## src/rtl/fetch_unit.sv

```systemverilog
// Instruction fetch stage: owns the PC, fetches over a req/ack handshake,
// holds the word for decode, squashes on redirect and parks on misaligned targets.
module fetch_unit #(
  parameter logic [31:0] RESET_PC  = 32'h0000_0000,
  parameter logic [31:0] NOP_INSTR = 32'h0000_0013
) (
  input  logic        clk,
  input  logic        rst_n,
  output logic        imem_req,
  output logic [31:0] imem_addr,
  input  logic        imem_ack,
  input  logic [31:0] imem_rdata,
  input  logic        redirect,
  input  logic [31:0] redirect_target,
  input  logic        instr_ready,
  output logic        instr_valid,
  output logic [31:0] instr,
  output logic [6:0]  op,
  output logic [31:0] instr_pc,
  output logic [31:0] pc_plus4,
  output logic        fetch_fault
);

  typedef enum logic [1:0] {IDLE, FETCH, HOLD, FAULT} state_t;

  state_t      state, state_next;
  logic [31:0] pc, pc_next;
  logic [31:0] instr_q, instr_next;
  logic [31:0] instr_pc_q, instr_pc_next;
  logic [31:0] tgt, tgt_next;
  logic        kill, kill_next;
  logic        fault_pend, fault_pend_next;
  logic [31:0] eff_tgt;
  logic        eff_mis;

  // A redirect arriving with the ack is newer than any latched target.
  assign eff_tgt = redirect ? redirect_target : tgt;
  assign eff_mis = redirect ? (redirect_target[1:0] != 2'b00) : fault_pend;

  always_comb begin
    // NOTE: every signal written here gets a default first, so no path through
    // the case statement can leave it unassigned and infer a latch.
    state_next      = state;
    pc_next         = pc;
    instr_next      = instr_q;
    instr_pc_next   = instr_pc_q;
    tgt_next        = tgt;
    kill_next       = kill;
    fault_pend_next = fault_pend;
    case (state)
      IDLE: state_next = FETCH;
      FETCH: begin
        if (imem_ack) begin
          if (!kill && !redirect) begin
            instr_next    = imem_rdata;
            instr_pc_next = pc;
            state_next    = HOLD;
          end else if (eff_mis) begin
            state_next = FAULT;
          end else begin
            pc_next         = eff_tgt;
            kill_next       = 1'b0;
            fault_pend_next = 1'b0;
          end
        end else if (redirect) begin
          // Address must stay stable until ack, so only remember the target.
          kill_next       = 1'b1;
          tgt_next        = redirect_target;
          fault_pend_next = (redirect_target[1:0] != 2'b00);
        end
      end
      HOLD: begin
        if (redirect) begin
          if (redirect_target[1:0] != 2'b00) begin
            state_next = FAULT;
          end else begin
            pc_next    = redirect_target;
            state_next = FETCH;
          end
        end else if (instr_ready) begin
          pc_next    = pc + 32'd4;
          state_next = FETCH;
        end
      end
      FAULT: state_next = FAULT;
      default: state_next = IDLE;
    endcase
  end

  always_ff @(posedge clk or negedge rst_n) begin
    if (!rst_n) begin
      state      <= IDLE;
      pc         <= RESET_PC;
      instr_q    <= NOP_INSTR;
      instr_pc_q <= RESET_PC;
      tgt        <= RESET_PC;
      kill       <= 1'b0;
      fault_pend <= 1'b0;
    end else begin
      // NOTE: non-blocking assignments so every register samples pre-edge values.
      state      <= state_next;
      pc         <= pc_next;
      instr_q    <= instr_next;
      instr_pc_q <= instr_pc_next;
      tgt        <= tgt_next;
      kill       <= kill_next;
      fault_pend <= fault_pend_next;
    end
  end

  assign imem_req    = (state == FETCH);
  assign imem_addr   = pc;
  assign instr_valid = (state == HOLD);
  assign fetch_fault = (state == FAULT);
  assign instr       = (state == HOLD) ? instr_q : NOP_INSTR;
  assign op          = instr[6:0];
  assign instr_pc    = instr_pc_q;
  assign pc_plus4    = instr_pc_q + 32'd4;

endmodule

```

## config.mk

```make
export PLATFORM = sky130hd
export DESIGN_NAME = fetch_unit
export DESIGN_NICKNAME = d
export VERILOG_FILES = /design/src/rtl/fetch_unit.sv
export SDC_FILE = /design/constraint.sdc
export NUM_CORES = 1
export LEC_CHECK = 0
export ABC_CLOCK_PERIOD_IN_PS = 1800
export CORE_AREA = 2 2 130 132
export CTS_CLUSTER_DIAMETER = 150
export CTS_CLUSTER_SIZE = 25
export DETAILED_ROUTE_END_ITERATION = 10
export DIE_AREA = 0 0 132 134
export GPL_ROUTABILITY_DRIVEN = 1
export HOLD_SLACK_MARGIN = 0.08
export PLACE_DENSITY_LB_ADDON = 0.3
export SLEW_MARGIN = 20
export SYNTH_ARGS = -nofsm -noshare
export SYNTH_HDL_FRONTEND = slang
export SYNTH_SLANG_ARGS = --single-unit
```

## constraint.sdc

```tcl
create_clock -name clk -period 1.8 [get_ports clk]
set_input_delay 0.18 -clock clk [delete_from_list [all_inputs] [get_ports clk]]
set_output_delay 0.18 -clock clk [all_outputs]
set_load 0.005 [all_outputs]
```

==> impl_summary.log, run 1 <==
[metrics] top fanout value on the critical path: 3
[metrics] power per cell area: 824 nW/um^2
[metrics] Worst Max-Slew Pin Slew: 0.430 ns
[metrics] average vias per placed instance: 5.54
[metrics] shortest period the worst path allows: 2.65 ns
[metrics] data arrival time at the worst-slack endpoint: 2.47 ns
[metrics] placer's final routability congestion estimate: 0.859
[metrics] number of vias in the routed layout: 7108
[metrics] Internal: 7.16 mW
[metrics] clock sink total: 132
[metrics] Reg power frac: 0.399
[metrics] number of clock buffers inserted by TritonCTS: 17
[metrics] Synth-to-Final Area Change: 70.5%
[metrics] area of the core: 16300 um^2
[metrics] sum of routed wire length over all layers: 24700 um
[metrics] count of maximum capacitance violations: 0
[metrics] routed wire length per instance: 19.2 um
[metrics] largest net degree at the start of global routing: 41
[metrics] proportion of power drawn by the clock network: 0.354
[metrics] required time at the endpoint of the critical path: 1.62 ns
[metrics] fin worst setup slack: -0.852 ns
[metrics] ANT nets after route: 0
[metrics] switching part of the total power: 0.264
[metrics] worst slack after detailed placement: -0.733 ns
[metrics] cell area reported after detailed placement: 10100 um^2
[metrics] Vert. Die Dim: 134 um
[metrics] Hold WC Path Type: in2async
[metrics] final cell count without fillers: 1283
[metrics] most common flop cell mapped by yosys: dfrtp_1
[metrics] full die area: 17700 um^2
[metrics] initial core utilization: 0.425
[metrics] logic gate share of total power: 0.247
[metrics] critical path capture point type: primary output
[metrics] fraction of final layout cells with drive strength greater than 1: 0.445
[metrics] violated checks: negative setup slack
[metrics] core occupancy in the finished layout: 0.725
[metrics] later-pin clock latency in the skew report: 0.42 ns
[metrics] number of setup violations in the final report: 66
[metrics] maximum clock path buffer count: 2
[metrics] drt first-iter violations: 629
[metrics] initial antenna violation count: 1
[metrics] worst slew margin relative to its limit: 0.713
[metrics] Post-DP HPWL: 14400 um
[metrics] run status: complete, but fails checks
[metrics] Max Clk Rate: 377 MHz
[metrics] I/O pin cnt: 207
[metrics] total of flip-flops plus latches after synthesis: 132
[metrics] overall routing resource usage: 0.251
[metrics] worst-case vdd ir drop: 0.613 mV
[metrics] number of warnings issued by yosys: 0
[metrics] net switching power of the design: 2.57 mW
[metrics] global-route wire length before repair: 35300 um
[metrics] nature of the critical path startpoint: flop
[metrics] Remaining Overflow, GRT: 0
[metrics] Async SR Flop Fraction: 1.00
[metrics] number of port buffers: 206
[metrics] mapped cell area: 6930 um^2
[metrics] unrepaired setup endpoints after global routing: true
[metrics] critical path start-end classification: reg2out
[metrics] antenna cells: 0
[metrics] leakage power: 5.65 nW
[metrics] post-synthesis sequential area ratio: 0.477
[metrics] synthesized instance count: 677
[metrics] # DRC: 0
[metrics] number of different library cells in the post-synthesis netlist: 59
[metrics] worst clock skew: 0.0115 ns
[metrics] Cells after DPL: 1174
[metrics] Clock transition at path regs: 0.06 ns
[metrics] vias in the first global route: 6945
[metrics] max-slew violations: 0
[metrics] Die X: 132 um
[metrics] final number of hold-violating endpoints: 0
[metrics] DRT Pass-1 Iters: 5
[metrics] number of flops mapped to enable cells by yosys: 0
[metrics] final worst-path cycle share: 1.47
[metrics] cell area after layout: 11800 um^2
[metrics] TritonCTS clock tree: built
[metrics] Avg Synthesized Cell Area: 10.2 um^2
[metrics] Net count, final: 1121
[metrics] synthesized net count: 748
[metrics] buffer cell driving the clock tree root: clkbuf_16
[metrics] Site Rows: 47
[metrics] CTS HTree Levels: 4
-- power by group through the flow --
stage | Sequential [mW] | Combinational (mW) | Clock [mW]
3_3_place_gp | 3.86 | 2.10 | 0
3_5_place_dp | 3.89 | 2.15 | 0
4_1_cts | 3.84 | 2.18 | 3.48
6_report | 3.88 | 2.41 | 3.44
5_1_grt | 3.95 | 2.59 | 3.62
2_1_floorplan | 3.94 | 0.730 | 0
-- cell usage after synthesis, types with 4 or more instances --
master	count	area (um^2)
a41oi_1	4	35.0
a21oi_1	27	135
nand2_1	55	206
a31oi_1	11	68.8
o21ai_0	57	285
inv_1	12	45.0
buf_1	4	15.0
buf_4	9	67.6
dfrtp_1	129	3230
buf_2	10	50.1
xnor2_1	16	140
o311ai_0	4	35.0
nor2_1	40	150
nor4_1	4	25.0
nand4_1	14	87.6
nor3_1	6	30.0
a221oi_1	5	43.8
mux2i_1	4	40.0
xor2_1	12	105
o22ai_1	4	25.0
nand2b_1	7	43.8
and3_1	23	144
nand3_1	21	105
mux2_2	91	1020
and2_1	32	200
clkbuf_1	27	101
-- worst max-delay path: stages, from the launching register on --
cell	delay [ns]
dfrtp_1	0.36
ha_2	0.22
nand2_4	0.07
or4_4	0.53
or3_4	0.38
buf_12	0.15
nor2_4	0.07
xor2_1	0.15
buf_2	0.13
-- cells in the final DEF, fill, tap and decap left out, drive strengths merged, types with 3 or more instances in the layout --
cell type,count
dfstp,3
o31a,3
nor3,6
o21ai,57
nand4,15
mux2,91
mux2i,4
nor2,43
nand2,55
a221oi,6
a41oi,4
o22ai,4
or4,3
clkdlybuf4s50,129
dlygate4sd2,6
a211oi,3
buf,249
o311ai,4
a21oi,27
dfrtp,129
nand3,21
clkbuf,43
a31oi,11
and2,32
inv,12
or3,4
xor2,12
xnor2,16
and3,23
nand2b,7
nor4,5
-- stage by stage --
stage | total power, mW | TNS (ns) | hold WS (ns)
6_report | 9.73 | -13.47 | 0.239
5_1_grt | 10.2 | -18.87 | 0.282
4_1_cts | 9.50 | -13.59 | 0.245
3_5_place_dp | 6.04 | -14.59 | 0.131
3_3_place_gp | 5.96 | -11.78 | 0.125
2_1_floorplan | 4.67 | -0.586 | -0.116
-- area by class of cell --
class,count,area (um^2)
fill,1125,4470
multi-input combinational,485,3940
inverter,12,50.0
tap,220,275
sequential,132,3310
clock buffer,28,507
clock inverter,4,70.1
timing repair buffer,402,3660
-- path summary, 6_finish.rpt --
kind / slack [ns] / endpoint / from / cells after the start
max in group asynchronous: 0.89 / instr_pc[21] / rst_n / 3
min in group clk: 0.37 / instr_q[20] / imem_rdata[20] / 2
max reg2reg: -0.13 / imem_addr[9] / state[0] / 8
max: -0.85 / pc_plus4[28] / instr_pc[2] / 8
min: 0.24 / tgt[0] / rst_n / 2
min reg2reg: 0.49 / instr_q[26] / instr_q[26] / 1
-- kinds of logic (layout without fill, tap and decap cells) --
logic type	after synthesis	count (layout)	share of synthesized area
AND/OR/NAND/NOR	223	223	0.170
flip-flops	132	132	0.477
AO/OA/AOI/OAI	135	137	0.120
multiplexers	95	95	0.154
buffers and inverters	62	446	0.0403
adder cells (fa/ha/maj)	2	2	0.00361
XOR/XNOR	28	28	0.0354
-- registers in the layout, summed over array words and instances (netlist names) --
signal and flops:
state 2, kill 1, fault_pend 1, tgt 32
instr_q 32, instr_pc 32, imem_addr 32
-- metal layers --
metal,vias to the layer above,share of wire,global-route usage
li1,3177,-,-
met1,3492,0.38,0.303
met2,362,0.50,0.431
met3,77,0.082,0.0726
met4,0,0.033,0.0839
met5,-,0,0
-- timing repair --
action                                 4_1_cts  5_1_grt
pin swaps                                   41       45
setup endpoints to repair                  117      121
resized for setup                          333      157
buffers inserted                            38       31
hold buffers                                 1        0
endpoints found under the hold margin      105        0
gates cloned                                 9        7
No activity file was read; power rests on OpenSTA's default activity.
==> inputs of run 2 (changes only) <==
--- a/config.mk
+++ b/config.mk
@@ -7,4 +7,5 @@
 export LEC_CHECK = 0
 export ABC_CLOCK_PERIOD_IN_PS = 1800
+export CAP_MARGIN = 30
 export CORE_AREA = 2 2 130 132
 export CTS_CLUSTER_DIAMETER = 150
==> constraint.sdc (replaced) <==
create_clock -name clk -period 1.8 [get_ports clk]
set_input_delay 0.18 -clock clk [delete_from_list [all_inputs] [get_ports clk]]
set_output_delay 0.18 -clock clk [all_outputs]
set_load 0.1 [all_outputs]
==> impl_summary.log, run 2 (synthesized netlist as in run 1, its figures left out) <==
[metrics] critical path start-end classification: reg2out (unchanged)
[metrics] Hold WC Path Type: in2async (unchanged)
[metrics] ANT nets after route: 0 (unchanged)
[metrics] worst slew margin relative to its limit: 0.589 (was 0.713)
[metrics] unrepaired setup endpoints after global routing: true (unchanged)
[metrics] vias in the first global route: 7481 (was 6945)
[metrics] Internal: 7.94 mW (was 7.16 mW)
[metrics] Site Rows: 47 (unchanged)
[metrics] Reg power frac: 0.311 (was 0.399)
[metrics] later-pin clock latency in the skew report: 0.44 ns (was 0.42 ns)
[metrics] commonest cells after routing, fill and taps aside: 140 x buf_4, 125 x buf_12, 80 x dfrtp_1, 67 x clkdlybuf4s50_1, 59 x mux2_2 (was 140 x buf_4, 129 x clkdlybuf4s50_1, 125 x dfrtp_1, 59 x mux2_2, 54 x buf_2)
[metrics] fraction of final layout cells with drive strength greater than 1: 0.627 (was 0.445)
[metrics] fin worst setup slack: -0.882 ns (was -0.852 ns)
[metrics] largest net degree at the start of global routing: 45 (was 41)
[metrics] sum of routed wire length over all layers: 34100 um (was 24700 um)
[metrics] TritonCTS clock tree: built (unchanged)
[metrics] Design Power: 13.5 mW (was 9.73 mW)
[metrics] max-slew violations: 0 (unchanged)
[metrics] initial core utilization: 0.425 (unchanged)
[metrics] final worst-path cycle share: 1.49 (was 1.47)
[metrics] worst clock skew: 0.0143 ns (was 0.0115 ns)
[metrics] routed wire length per instance: 26.6 um (was 19.2 um)
[metrics] number of clock buffers inserted by TritonCTS: 17 (unchanged)
[metrics] proportion of power drawn by the clock network: 0.282 (was 0.354)
[metrics] Worst Max-Slew Pin Slew: 0.612 ns (was 0.430 ns)
[metrics] overall routing resource usage: 0.314 (was 0.251)
[metrics] buffer cell driving the clock tree root: clkbuf_16 (unchanged)
[metrics] Hold Worst Slack: 0.251 ns (was 0.239 ns)
[metrics] Synth-to-Final Area Change: 106% (was 70.5%)
[metrics] CTS HTree Levels: 4 (unchanged)
[metrics] placer's final routability congestion estimate: 0.876 (was 0.859)
[metrics] Reg2Reg Setup Slack: -0.34 ns (was -0.13 ns)
[metrics] initial antenna violation count: 0 (was 1)
[metrics] area of the core: 16300 um^2 (unchanged)
[metrics] Vert. Die Dim: 134 um (unchanged)
[metrics] net switching power of the design: 5.55 mW (was 2.57 mW)
[metrics] Remaining Overflow, GRT: 0 (unchanged)
[metrics] maximum clock path buffer count: 2 (unchanged)
[metrics] number of vias in the routed layout: 7831 (was 7108)
[metrics] average vias per placed instance: 6.10 (was 5.54)
[metrics] leading cell type in the layout, fill and taps excluded: buf_4 (unchanged)
[metrics] required time at the endpoint of the critical path: 1.62 ns (about the same)
[metrics] logic gate share of total power: 0.407 (was 0.247)
[metrics] clock sink total: 132 (unchanged)
[metrics] shortest period the worst path allows: 2.68 ns (was 2.65 ns)
[metrics] run status: complete, but fails checks (unchanged)
[metrics] critical path capture point type: primary output (unchanged)
[metrics] violated checks: negative setup slack (unchanged)
[metrics] number of port buffers: 206 (unchanged)
[metrics] count of maximum capacitance violations: 0 (unchanged)
[metrics] I/O pin cnt: 207 (unchanged)
[metrics] Max Clk Rate: 373 MHz (was 377 MHz)
[metrics] # DRC: 0 (unchanged)
[metrics] power per cell area: 945 nW/um^2 (was 824 nW/um^2)
[metrics] data arrival time at the worst-slack endpoint: 2.50 ns (was 2.47 ns)
[metrics] top fanout value on the critical path: 4 (was 3)
[metrics] Clock transition at path regs: 0.06 ns (about the same)
[metrics] fill cell instance count of the final layout: 626 (was 1125)
[metrics] full die area: 17700 um^2 (unchanged)
[metrics] DRT Pass-1 Iters: 6 (was 5)
[metrics] FF/Latch Area: 3450 um^2 (was 3310 um^2)
[metrics] switching part of the total power: 0.411 (was 0.264)
[metrics] Post-DP HPWL: 17200 um (was 14400 um)
[metrics] antenna cells: 0 (unchanged)
[metrics] area occupied by multi-input gates: 4670 um^2 (was 3940 um^2)
[metrics] leakage power: 6.33 nW (was 5.65 nW)
[metrics] drt first-iter violations: 842 (was 629)
[metrics] Die X: 132 um (unchanged)
[metrics] number of setup violations in the final report: 194 (was 66)
[metrics] global-route wire length before repair: 43100 um (was 35300 um)
[metrics] Net count, final: 1121 (unchanged)
[metrics] worst-case vdd ir drop: 0.892 mV (was 0.613 mV)
[metrics] final number of hold-violating endpoints: 0 (unchanged)
[metrics] nature of the critical path startpoint: flop (unchanged)
==> run 2: cell count changes in the layout (fill, tap and decap cells not counted), moves of 12 or more <==
cell / previous run / this run
dfrtp_1: 125 / 80
xnor2_1: 14 / 0
buf_2: 54 / 0
buf_6: 38 / 53
and2_1: 24 / 2
dfrtp_2: 4 / 16
clkdlybuf4s50_1: 129 / 67
and2_4: 8 / 30
buf_12: 11 / 125
dfrtp_4: 0 / 33
xnor2_4: 0 / 14
xor2_1: 12 / 0
==> run 2: worst max-delay path: stages (launching register included) <==
cell and delay [ns]:
dfrtp_4 0.43, nand4_4 0.11, buf_4 0.15, buf_8 0.12
nor4_4 0.27, nand4_1 0.16, buf_6 0.17, nor3_4 0.16
buf_6 0.13, xor2_4 0.17, buf_12 0.19
==> run 2: timing repair <==
action / CTS / global route
cloned: 7 / 7
endpoints found under the setup margin: 77 / 191
hold buffers: 1 / 0
resized for setup: 125 / 112
hold endpoints to repair: 81 / 0
pin swaps: 63 / 53
buffers inserted: 43 / 27
==> run 2: power groups by stage <==
| stage | logic (mW) | clock network [mW] | registers [mW] |
|---|---|---|---|
| after floorplan | 1.45 | 0 | 5.74 |
| after global placement | 5.02 | 0 | 4.05 |
| after detailed placement | 5.10 | 0 | 4.10 |
| after CTS | 5.22 | 3.75 | 4.07 |
| after global routing | 5.61 | 3.94 | 4.22 |
| final | 5.49 | 3.80 | 4.20 |
==> run 2: final timing paths <==
kind | startpoint | end | cells after the start
max | instr_pc[5] | pc_plus4[31] | 10
min | rst_n | tgt[21] | 2
max reg2reg | state[1] | imem_addr[2] | 8
min reg2reg | tgt[11] | tgt[11] | 1
max in group asynchronous | rst_n | instr_q[4] | 3
min in group clk | imem_rdata[26] | instr_q[26] | 2
==> run 2: per-stage QoR <==
step / cell area, um^2 / instances / setup WS, ns / setup TNS (ns) / util
final: 14300 / 1283 / -0.882 / -39.54 / 0.876
after global routing: 14300 / 1283 / -0.971 / -43.40 / 0.876
after CTS: 13600 / 1256 / -0.860 / -20.57 / 0.833
after detailed placement: 12000 / 1173 / -0.406 / -14.14 / 0.734
after global placement: 12000 / 1173 / -0.384 / -9.63 / 0.734
after floorplan: 7970 / 677 / -0.894 / -33.54 / -
==> run 2: per-layer routing <==
metal  global-route usage  wire, um  vias to the layer above
met4                0.146      2230                        0
met2                0.538     16900                      609
li1                     -         -                     3172
met5                    0         0                        -
met3               0.0522      2760                      210
met1                0.391     12200                     3840
==> run 2: layout make-up <==
type	instances	area share
Sequential cell	132	0.242
Tap cell	220	0.0193
Clock inverter	14	0.0140
Inverter	12	0.00368
Timing Repair Buffer	402	0.364
Multi-Input combinational cell	485	0.327
Clock buffer	18	0.0301
